## src/rtl/uart_alu_sequencer.sv

```systemverilog
`default_nettype none
// +------------------------------------------------------------------------+
// | uart_alu_sequencer: gathers A, B, opcode from UART RX, runs the ALU,   |
// | hands the result to UART TX; drops partial commands on tick timeout.   |
// | Revision: 1.0                                                          |
// +------------------------------------------------------------------------+
module uart_alu_sequencer #(
  parameter int DATA_WIDTH    = 8,
  parameter int OP_WIDTH      = 6,
  parameter int TIMEOUT_TICKS = 4096
) (
  input  logic                  CLK,
  input  logic                  reset,
  input  logic                  TICK,
  input  logic                  rx_done,
  input  logic [DATA_WIDTH-1:0] rx_data,
  input  logic                  tx_done,
  input  logic [DATA_WIDTH-1:0] alu_result,
  output logic [DATA_WIDTH-1:0] op_a,
  output logic [DATA_WIDTH-1:0] op_b,
  output logic [OP_WIDTH-1:0]   opcode,
  output logic [DATA_WIDTH-1:0] tx_data,
  output logic                  tx_start,
  output logic                  busy,
  output logic                  timeout_err
);

  localparam logic [2:0] S_WAIT_A  = 3'd0;
  localparam logic [2:0] S_WAIT_B  = 3'd1;
  localparam logic [2:0] S_WAIT_OP = 3'd2;
  localparam logic [2:0] S_EXEC    = 3'd3;
  localparam logic [2:0] S_SEND    = 3'd4;
  localparam logic [2:0] S_WAIT_TX = 3'd5;

  // A zero limit still needs a 1-bit counter; it simply never advances.
  localparam int                 c_CNT_W = (TIMEOUT_TICKS > 0) ? $clog2(TIMEOUT_TICKS + 1) : 1;
  localparam logic [c_CNT_W-1:0] c_LIMIT = c_CNT_W'(TIMEOUT_TICKS);
  localparam bit                 c_TO_EN = (TIMEOUT_TICKS > 0);

  logic [2:0]            r_state, w_state_nxt;
  logic [c_CNT_W-1:0]    r_cnt, w_cnt_nxt;
  logic [DATA_WIDTH-1:0] r_op_a, w_op_a_nxt;
  logic [DATA_WIDTH-1:0] r_op_b, w_op_b_nxt;
  logic [OP_WIDTH-1:0]   r_opcode, w_opcode_nxt;
  logic [DATA_WIDTH-1:0] r_tx_data, w_tx_data_nxt;
  logic                  r_tx_start, w_tx_start_nxt;
  logic                  r_busy, w_busy_nxt;
  logic                  r_timeout_err;
  logic                  w_in_window;
  logic                  w_timeout;

  assign w_in_window = (r_state == S_WAIT_B) || (r_state == S_WAIT_OP);
  // A byte arriving on the limit cycle wins over the timeout.
  assign w_timeout   = c_TO_EN && w_in_window && !rx_done && (r_cnt == c_LIMIT);

  always_ff @(posedge CLK) begin
    if (reset) begin
      r_state       <= S_WAIT_A;
      r_cnt         <= '0;
      r_op_a        <= '0;
      r_op_b        <= '0;
      r_opcode      <= '0;
      r_tx_data     <= '0;
      r_tx_start    <= 1'b0;
      r_busy        <= 1'b0;
      r_timeout_err <= 1'b0;
    end else begin
      r_state       <= w_state_nxt;
      r_cnt         <= w_cnt_nxt;
      r_op_a        <= w_op_a_nxt;
      r_op_b        <= w_op_b_nxt;
      r_opcode      <= w_opcode_nxt;
      r_tx_data     <= w_tx_data_nxt;
      r_tx_start    <= w_tx_start_nxt;
      r_busy        <= w_busy_nxt;
      r_timeout_err <= w_timeout;
    end
  end

  always_comb begin
    w_state_nxt = r_state;
    case (r_state)
      S_WAIT_A:  if (rx_done) w_state_nxt = S_WAIT_B;
      S_WAIT_B:  if (rx_done) w_state_nxt = S_WAIT_OP;
                 else if (w_timeout) w_state_nxt = S_WAIT_A;
      S_WAIT_OP: if (rx_done) w_state_nxt = S_EXEC;
                 else if (w_timeout) w_state_nxt = S_WAIT_A;
      S_EXEC:    w_state_nxt = S_SEND;
      S_SEND:    w_state_nxt = S_WAIT_TX;
      S_WAIT_TX: if (tx_done) w_state_nxt = S_WAIT_A;
      default:   w_state_nxt = S_WAIT_A;
    endcase
  end

  always_comb begin
    w_op_a_nxt     = r_op_a;
    w_op_b_nxt     = r_op_b;
    w_opcode_nxt   = r_opcode;
    w_tx_data_nxt  = r_tx_data;
    w_tx_start_nxt = 1'b0;
    w_cnt_nxt      = '0;
    case (r_state)
      S_WAIT_A:  if (rx_done) w_op_a_nxt = rx_data;
      S_WAIT_B:  if (rx_done) w_op_b_nxt = rx_data;
      S_WAIT_OP: if (rx_done) w_opcode_nxt = rx_data[OP_WIDTH-1:0];
      S_EXEC: begin
        w_tx_data_nxt  = alu_result;
        w_tx_start_nxt = 1'b1;
      end
      default: ;
    endcase
    // Saturating tick count while waiting for the next byte of a command.
    if (w_in_window && !rx_done && !w_timeout)
      w_cnt_nxt = (TICK && (r_cnt != c_LIMIT)) ? r_cnt + 1'b1 : r_cnt;
    w_busy_nxt = (w_state_nxt != S_WAIT_A);
  end

  assign op_a        = r_op_a;
  assign op_b        = r_op_b;
  assign opcode      = r_opcode;
  assign tx_data     = r_tx_data;
  assign tx_start    = r_tx_start;
  assign busy        = r_busy;
  assign timeout_err = r_timeout_err;

endmodule
`default_nettype wire

```

## config.mk

```make
export PLATFORM = sky130hd
export DESIGN_NAME = uart_alu_sequencer
export DESIGN_NICKNAME = d
export VERILOG_FILES = /design/src/rtl/uart_alu_sequencer.sv
export SDC_FILE = /design/constraint.sdc
export NUM_CORES = 1
export LEC_CHECK = 0
export ABC_AREA = 1
export BUFFER_PORTS_ARGS = -buffer_cell sky130_fd_sc_hd__clkbuf_2
export CORE_ASPECT_RATIO = 0.7
export CORE_MARGIN = 4
export CORE_UTILIZATION = 30
export CTS_BUF_LIST = sky130_fd_sc_hd__clkbuf_16
export CTS_CLUSTER_DIAMETER = 100
export DETAILED_ROUTE_END_ITERATION = 10
export PLACE_DENSITY = 0.59
export SYNTH_ARGS = -nofsm -noshare
export SYNTH_HDL_FRONTEND = slang
export SYNTH_SLANG_ARGS = --single-unit
```

## constraint.sdc

```tcl
create_clock -name CLK -period 3.6 [get_ports CLK]
set_input_delay 0.54 -clock CLK [delete_from_list [all_inputs] [get_ports CLK]]
set_output_delay 0.54 -clock CLK [all_outputs]
set_load 0.005 [all_outputs]
```

# Yosys cells after proc, flatten, opt, wreduce, memory -nomap -nowiden
# Index checks and enable logic that the tools add are counted.
[classes]
n_mux = 7
n_eq_ne = 7
n_bitwise = 1
addsub = 1
n_reduce_logical = 13
[ops]
columns = ["op", "n"]
rows = [
  ["$pmux 3 s6", 1],
  ["$mux 3", 5],
  ["$add 13x1->13 const B", 1],
  ["$eq 13x13->1 const B", 1],
  ["$ne 13x13->1 const B", 1],
  ["$eq 3x2->1 const B", 2],
  ["$eq 3x3->1 const B", 2],
  ["$reduce_and 2->1", 3],
  ["$logic_and 1x1->1", 4],
  ["$eq 3x1->1 const B", 1],
  ["$logic_not 3->1", 1],
  ["$reduce_bool 3->1", 1],
  ["$logic_not 1->1", 2],
  ["$reduce_or 2->1", 1],
  ["$logic_or 1x1->1", 1],
  ["$mux 1", 1],
  ["$not 1->1", 1],
]
[word_totals]
ff_bits = 49
elab_cells = 38
inputBits = 21
out_inout_bits = 33

# Depth between registers and ports, before layout
# Gate-level depths: netlist (run 1).
[depth]
ltp_word = 8
mapped_depth = 10
mapped_depth_nobuf = 10

# Least setup slack after synthesis (run 1)
# Ideal clock, no wire load.
[synth_timing]
path_kind = "flip-flop to flip-flop"
start = "register r_cnt[0]"
end = "register r_cnt[10]"
t_arrival_ns = 1.256
path_buffers = 1
setup_time_ns = 0.115
synth_period_minus_slack_ns = 1.371
path_slack_ns = 2.229
path_stages_with_launch = 11
required_ns = 3.485
cell_sequence = "dfxtp_1 inv_1 ha_1 nand2_1 nor2_2 nand3_4 nand2_4 inv_4 buf_6 nand2_1 a21oi_2"
[synth_between]
elab_chain_cells = 6
elab_cells_between_ends = 9
cone_classes = "add/sub (1); eq/ne (2); bitwise (1); reduce/logical (5)"
[synth_rtl]
columns = ["element", "line_no", "text"]
rows = [
  ["start: declaration", "41", "logic [c_CNT_W-1:0] r_cnt, w_cnt_nxt;"],
  ["start signal: assignment", "69", "r_cnt <= w_cnt_nxt;"],
  ["branches (longest 6 deep; another with $add 13x1->13)", "--", ""],
]
# Several ways; the timed one is not identified.
# A chain may end at the register's enable or synchronous reset.

# Worst setup path in the final report (run 1)
[layout_timing]
start = "input port reset"
end = "register r_cnt[0]"
[layout_between]
elab_chain_cells = 1
[layout_rtl]
columns = ["element", "line_no", "text"]
rows = [
  ["start: declaration", "13", "input logic reset,"],
  ["$reduce_or 2->1 (no source line)", "--", ""],
]
# Every way passes these cells.

==> results.md, run 1 <==
* Post-synthesis async set-or-reset flop share at 0
* Initial core utilization at 0.3177
* Final period util at 0.4649
* Top Metal Used: met4
* Worst-margin pin slew at 0.7945 ns
* Commonest cells in the netlist: dfxtp_1, nand2_1, nor2_1
* Pre-antenna DRT Iters at 4
* Row Count at 25
* Power Dens Cells at 451.4 nW/um^2
* Syn-to-layout area delta at 21.80%
* RSZ-0062 raised after global routing: no
* DRC marker count from the first detailed-route iteration at 73
* Number of synthesized flops with an enable pin at 0
* Die height at 79.91 microns
* Longest Clk Path Bufs at 2
* Setup tns final at 0 ns
* Crit Path Category: in2reg
* Clock Skew at 0.006259 ns
* Vias at 1900
* Placed insts at 428
* Max Clock Freq at 0.5975 GHz
* ANT nets after route at 0
* Crit end category: flip-flop
* Met3 WL post-DR at 304 microns
* Critical path fanouts, max at 33
* Layout cells sized above 1 at 0.2924
* Post-synth top flop: dfxtp_1
* Max-Cap Viols at 0
* Setup Buffers After CTS at 0
* Nets at 364
* Mean Syn Cell Area at 7.667 sq um
* CTS Hold Bufs at 0
* XOR/XNOR Fraction of Synth Area at 0.02767
* Proportion of synthesized area in mux cells at 0
* H-tree depth at 2
* Maximum VDD drop at 186.9 uV
* Arr. time, crit path at 1.88 ns
* Die Wd at 110.7 microns
* Startpoint types: input port
* Post-CTS sizing at 0
* DR WL met2 at 1969 microns
* Status: completed
* Slowest-stage cell, CP: inv_1
* Total Wirelength at 4903 microns
* Count of buffers from port buffering at 53
* Routability Congestion at 0.8029
* Yosys top cell by area: dfxtp_1
* Antenna Cells at 0
* Yosys reg bits at 49
* Post-synthesis compound-gate area fraction at 0.1654
* Synth Area in Adders at 0.01129
* Synth Warn # at 0
* Required @ worst endpoint at 3.81 ns
* CP peak stage delay at 0.59 ns
* Clk Latency, worst-skew pair at 0.29 ns
* DRT met1 WL at 2537 microns
* Syn Std Cell Area at 2216 sq um
* Slew margin rel. at 0.4697
* Avg Vias per Cell at 4.358
* Hold crit path type: reg2reg
* Area contributors post-synth: dfxtp_1, nand2_1, nor2_1, o21ai_0, inv_1
* CTS root buf: clkbuf_16
* WL per Instance at 11.25 microns
* Post-synthesis simple-gate area fraction at 0.2558
* Yosys cell types at 32
* CTS tree: yes
* Final hold slack at 0.4442 ns
* Clock Sink Count at 49
* I/O pin count at 54
* First-pass GRT wire length at 8390 microns
* Vias in the first global route at 1789
* Initial antenna violation count at 0
* Max-slew violation count at 0
* Syn_nets at 312
* Cells along the critical path: clkbuf_2, inv_1, nand4_4, a21oi_1
* Lkg Pwr at 1.082 nW
* Pin count of the biggest net entering global routing at 34
* Cells after Synth at 289
* Seq/Total Area, Yosys at 0.4427
* Num CTS Buffers at 5
* Gr ovfl total at 0
* Core Area at 6975 sq um
* Die Area at 8847 sq um
* GRT Overall Usage at 0.1165
* Final Core Density at 0.3869
* DP Wirelength at 3719 microns
* Post-route insts no fill at 436
* Count of final setup violators at 0
* Largest family of logic cells by synthesized area: simple AND/OR/NAND/NOR gates
* Minimum clock period at 1.674 ns
* Endpoints failing hold at 0
* Reg clk slew, reported paths at 0.06 ns
* # DRC at 0
* Top-count cell post-synth: dfxtp_1
* Area share of the largest cell type after synthesis at 0.4427
-- registers in the layout, summed over array words and instances (netlist names) --
register / cells
busy: 1
tx_start: 1
timeout_err: 1
op_a: 8
op_b: 8
tx_data: 8
r_state: 3
r_cnt: 13
opcode: 6
-- worst paths after layout --
path	startpoint	endpoint	slack [ns]	cells past startpoint
min reg2reg	op_b[7]	op_b[7]	0.44	2
max	reset	r_cnt[0]	1.93	4
min	op_b[7]	op_b[7]	0.44	2
max reg2reg	r_cnt[0]	r_cnt[2]	1.97	9
-- area by class of cell --
type	instances	area (sq um)
flip-flops and latches	49	980.9
multi-input cells	193	1020
clock inverters	3	41.29
clock buffers	5	125.1
inverters	39	148.9
repair buffers	53	265.3
fillers	756	4277
well taps	94	117.6
-- worst max-delay path, delay by kind of cell --
family,cells,cell delay [ns]
AO/OA/AOI/OAI,1,0.22
AND/OR/NAND/NOR,1,0.41
buffers and inverters,2,0.71
-- layer usage --
layer,up-vias,track usage
met1,827,0.1643
met2,45,0.1616
met3,7,0.03561
met4,0,0.05166
met5,-,0
li1,1021,-
-- placed cells by master (no fill, tap or decap), types with 6 or more instances in the layout --
master     n
nor2_1    40
a21oi_1   19
clkbuf_2  53
nand2_1   47
nand2_2    8
a21oi_2   11
o21ai_0   30
dfxtp_1   49
xor2_1     6
inv_2      9
nand3_1   11
inv_1     29
-- power breakdown --
part           total, mW  switching (mW)  internal, mW  leakage, nW
Sequential         0.580          0.0134         0.566        0.398
Clock              0.527           0.202         0.325       0.0775
Combinational      0.112          0.0684        0.0435        0.606
Total               1.22           0.283         0.935         1.08
-- metrics by stage --
stage / cell area (sq um) / setup slack, ns / total power [mW]
floorplan: 2216 / 2.229 / 0.6608
detailed placement: 2532 / 1.596 / 0.7054
finish: 2699 / 1.926 / 1.218
CTS: 2699 / 1.904 / 1.234
global route: 2699 / 1.752 / 1.272
global placement: 2532 / 1.643 / 0.7037
-- cell families after synthesis --
family / after synthesis
compound gates: 64
xor+xnor: 7
flops: 49
fa+ha+maj: 2
buf+inv: 47
simple gates: 120
Note: power is estimated with default switching activity, not from simulation.
==> inputs of run 2 (changes only) <==
==> constraint.sdc (replaced) <==
create_clock -name CLK -period 1.6 [get_ports CLK]
set_input_delay 0.24 -clock CLK [delete_from_list [all_inputs] [get_ports CLK]]
set_output_delay 0.24 -clock CLK [all_outputs]
set_load 0.005 [all_outputs]
==> results.md, run 2 (synthesized netlist as in run 1, its figures left out) <==
* Critical path fanouts, max at 5
* Pre-antenna DRT Iters at 4
* Num CTS Buffers at 5
* Reg area at 982.2 sq um
* Top Metal Used: met4
* I/O pin count at 54
* Endpoints failing hold at 0
* Total power at 2.713 mW
* Die height at 79.91 microns
* Final period util at 0.9196
* WL per Instance at 11.32 microns
* CTS root buf: clkbuf_16
* DP Wirelength at 3876 microns
* Area occupied by multi-input gates at 1020 sq um
* Initial core utilization at 0.3177
* Pin count of the biggest net entering global routing at 24
* Max-Cap Viols at 0
* GRT Overall Usage at 0.1185
* Required @ worst endpoint at 1.81 ns
* Post-route insts no fill at 440
* Clk Latency, worst-skew pair at 0.28 ns
* Arr. time, crit path at 1.68 ns
* Hold crit path type: in2reg
* Setup tns final at 0 ns
* Commonest cells after routing, fill and taps aside: clkbuf_2, dfxtp_1, nand2_1
* Critical Path Sink: r_cnt[7]
* Die Wd at 110.7 microns
* Placed insts at 433
* Clock Skew at 0.006866 ns
* Maximum VDD drop at 474.7 uV
* Count of final setup violators at 0
* Slew margin rel. at 0.6814
* Status: completed
* # DRC at 0
* Row Count at 25
* RSZ-0062 raised after global routing: no
* Met3 WL post-DR at 236 microns
* ANT nets after route at 0
* Crit Path Category: reg2reg
* Setup Buffers After CTS at 0
* H-tree depth at 2
* Vias in the first global route at 1818
* First-pass GRT wire length at 8597 microns
* Power Dens Cells at 988.8 nW/um^2
* Vias at 1922
* Die Area at 8847 sq um
* Worst-margin pin slew at 0.4761 ns
* Layout cells sized above 1 at 0.3064
* DRT met1 WL at 2566 microns
* Crit path launch: r_cnt[2]
* CTS tree: yes
* Reg2Reg Setup Slack at 0.13 ns
* # fillers at 741
* FF-to-FF End: r_cnt[7]
* Nets at 369
* DRC marker count from the first detailed-route iteration at 97
* Max reg flops at 13
* Total Wirelength at 4981 microns
* Worst Slack Setup Final at 0.1286 ns
* Clock Sink Count at 49
* Commonest non-fill, non-tap cell in the layout: clkbuf_2
* Hold Path Depth at 3
* Antenna Cells at 0
* Count of buffers from port buffering at 53
* Placed standard-cell area at 2582 sq um
* Routability Congestion at 0.8111
* Avg Vias per Cell at 4.368
* Initial antenna violation count at 0
* Reg-to-reg startpoint: r_cnt[2]
* Syn-to-layout area delta at 23.83%
* Max Clock Freq at 0.6796 GHz
* Minimum clock period at 1.471 ns
* Worst r2r path cells at 6
* DR WL met2 at 2138 microns
* Longest Clk Path Bufs at 2
* Gr ovfl total at 0
* Setup Slack @ Placement at 0.1003 ns
* Startpoint types: flip-flop
* Final instance area at 2744 sq um
* Core Area at 6975 sq um
* Max-slew violation count at 0
* Lkg Pwr at 1.113 nW
* Biggest register: r_cnt
* Reg clk slew, reported paths at 0.06 ns
* Crit end category: flip-flop
==> run 2: changes by cell type in the layout (fill, tap and decap cells not counted), sizes merged <==
cell / previous run / this run
clkinvlp: 1 / 0
buf: 0 / 5
==> run 2: report_power, final <==
part | internal [mW] | switching (mW)
combinational | 0.107 | 0.156
clock | 0.725 | 0.419
sequential | 1.27 | 0.0310
total | 2.11 | 0.606
==> run 2: area by class of cell <==
type | instances | area share
multi-input cells | 193 | 0.3716
flip-flops and latches | 49 | 0.3580
repair buffers | 58 | 0.1149
inverters | 39 | 0.05426
clock buffers | 5 | 0.04560
well taps | 94 | 0.04286
clock inverters | 2 | 0.01277
==> run 2: worst min-delay path by stage <==
stage	startpoint	end
after detailed placement	op_b[3]	op_b[3]
final	alu_result[0]	tx_data[0]
after global placement	op_b[5]	op_b[5]
after floorplan	reset	r_state[0]
after CTS	alu_result[0]	tx_data[0]
after global routing	alu_result[0]	tx_data[0]
==> run 2: worst max-delay path, stage by stage, from the launching register on <==
cell and delay (ns):
dfxtp_1 0.41, nand2_1 0.10, nor2_1 0.39, nand2_1 0.13
xor2_1 0.17, nand2_1 0.09, a21oi_2 0.11
==> run 2: stage by stage <==
stage,utilization,hold slack (ns)
3_3_place_gp,0.3702,0.4317
2_1_floorplan,-,0.3091
5_1_grt,0.3934,0.1798
6_report,0.3934,0.1855
4_1_cts,0.3932,0.1808
3_5_place_dp,0.3702,0.4374
==> run 2: timing repair <==
item / 4_1_cts / 5_1_grt
gates resized for setup: 0 / 1
endpoints found under the setup margin: 0 / 8
hold buffers: 0 / 0
==> run 2: per-layer routing <==
layer  vias to the layer above  track usage
li1                       1028            -
met1                       847       0.1727
met2                        45       0.1689
met3                         2      0.03106
met4                         0      0.03690
met5                         -            0
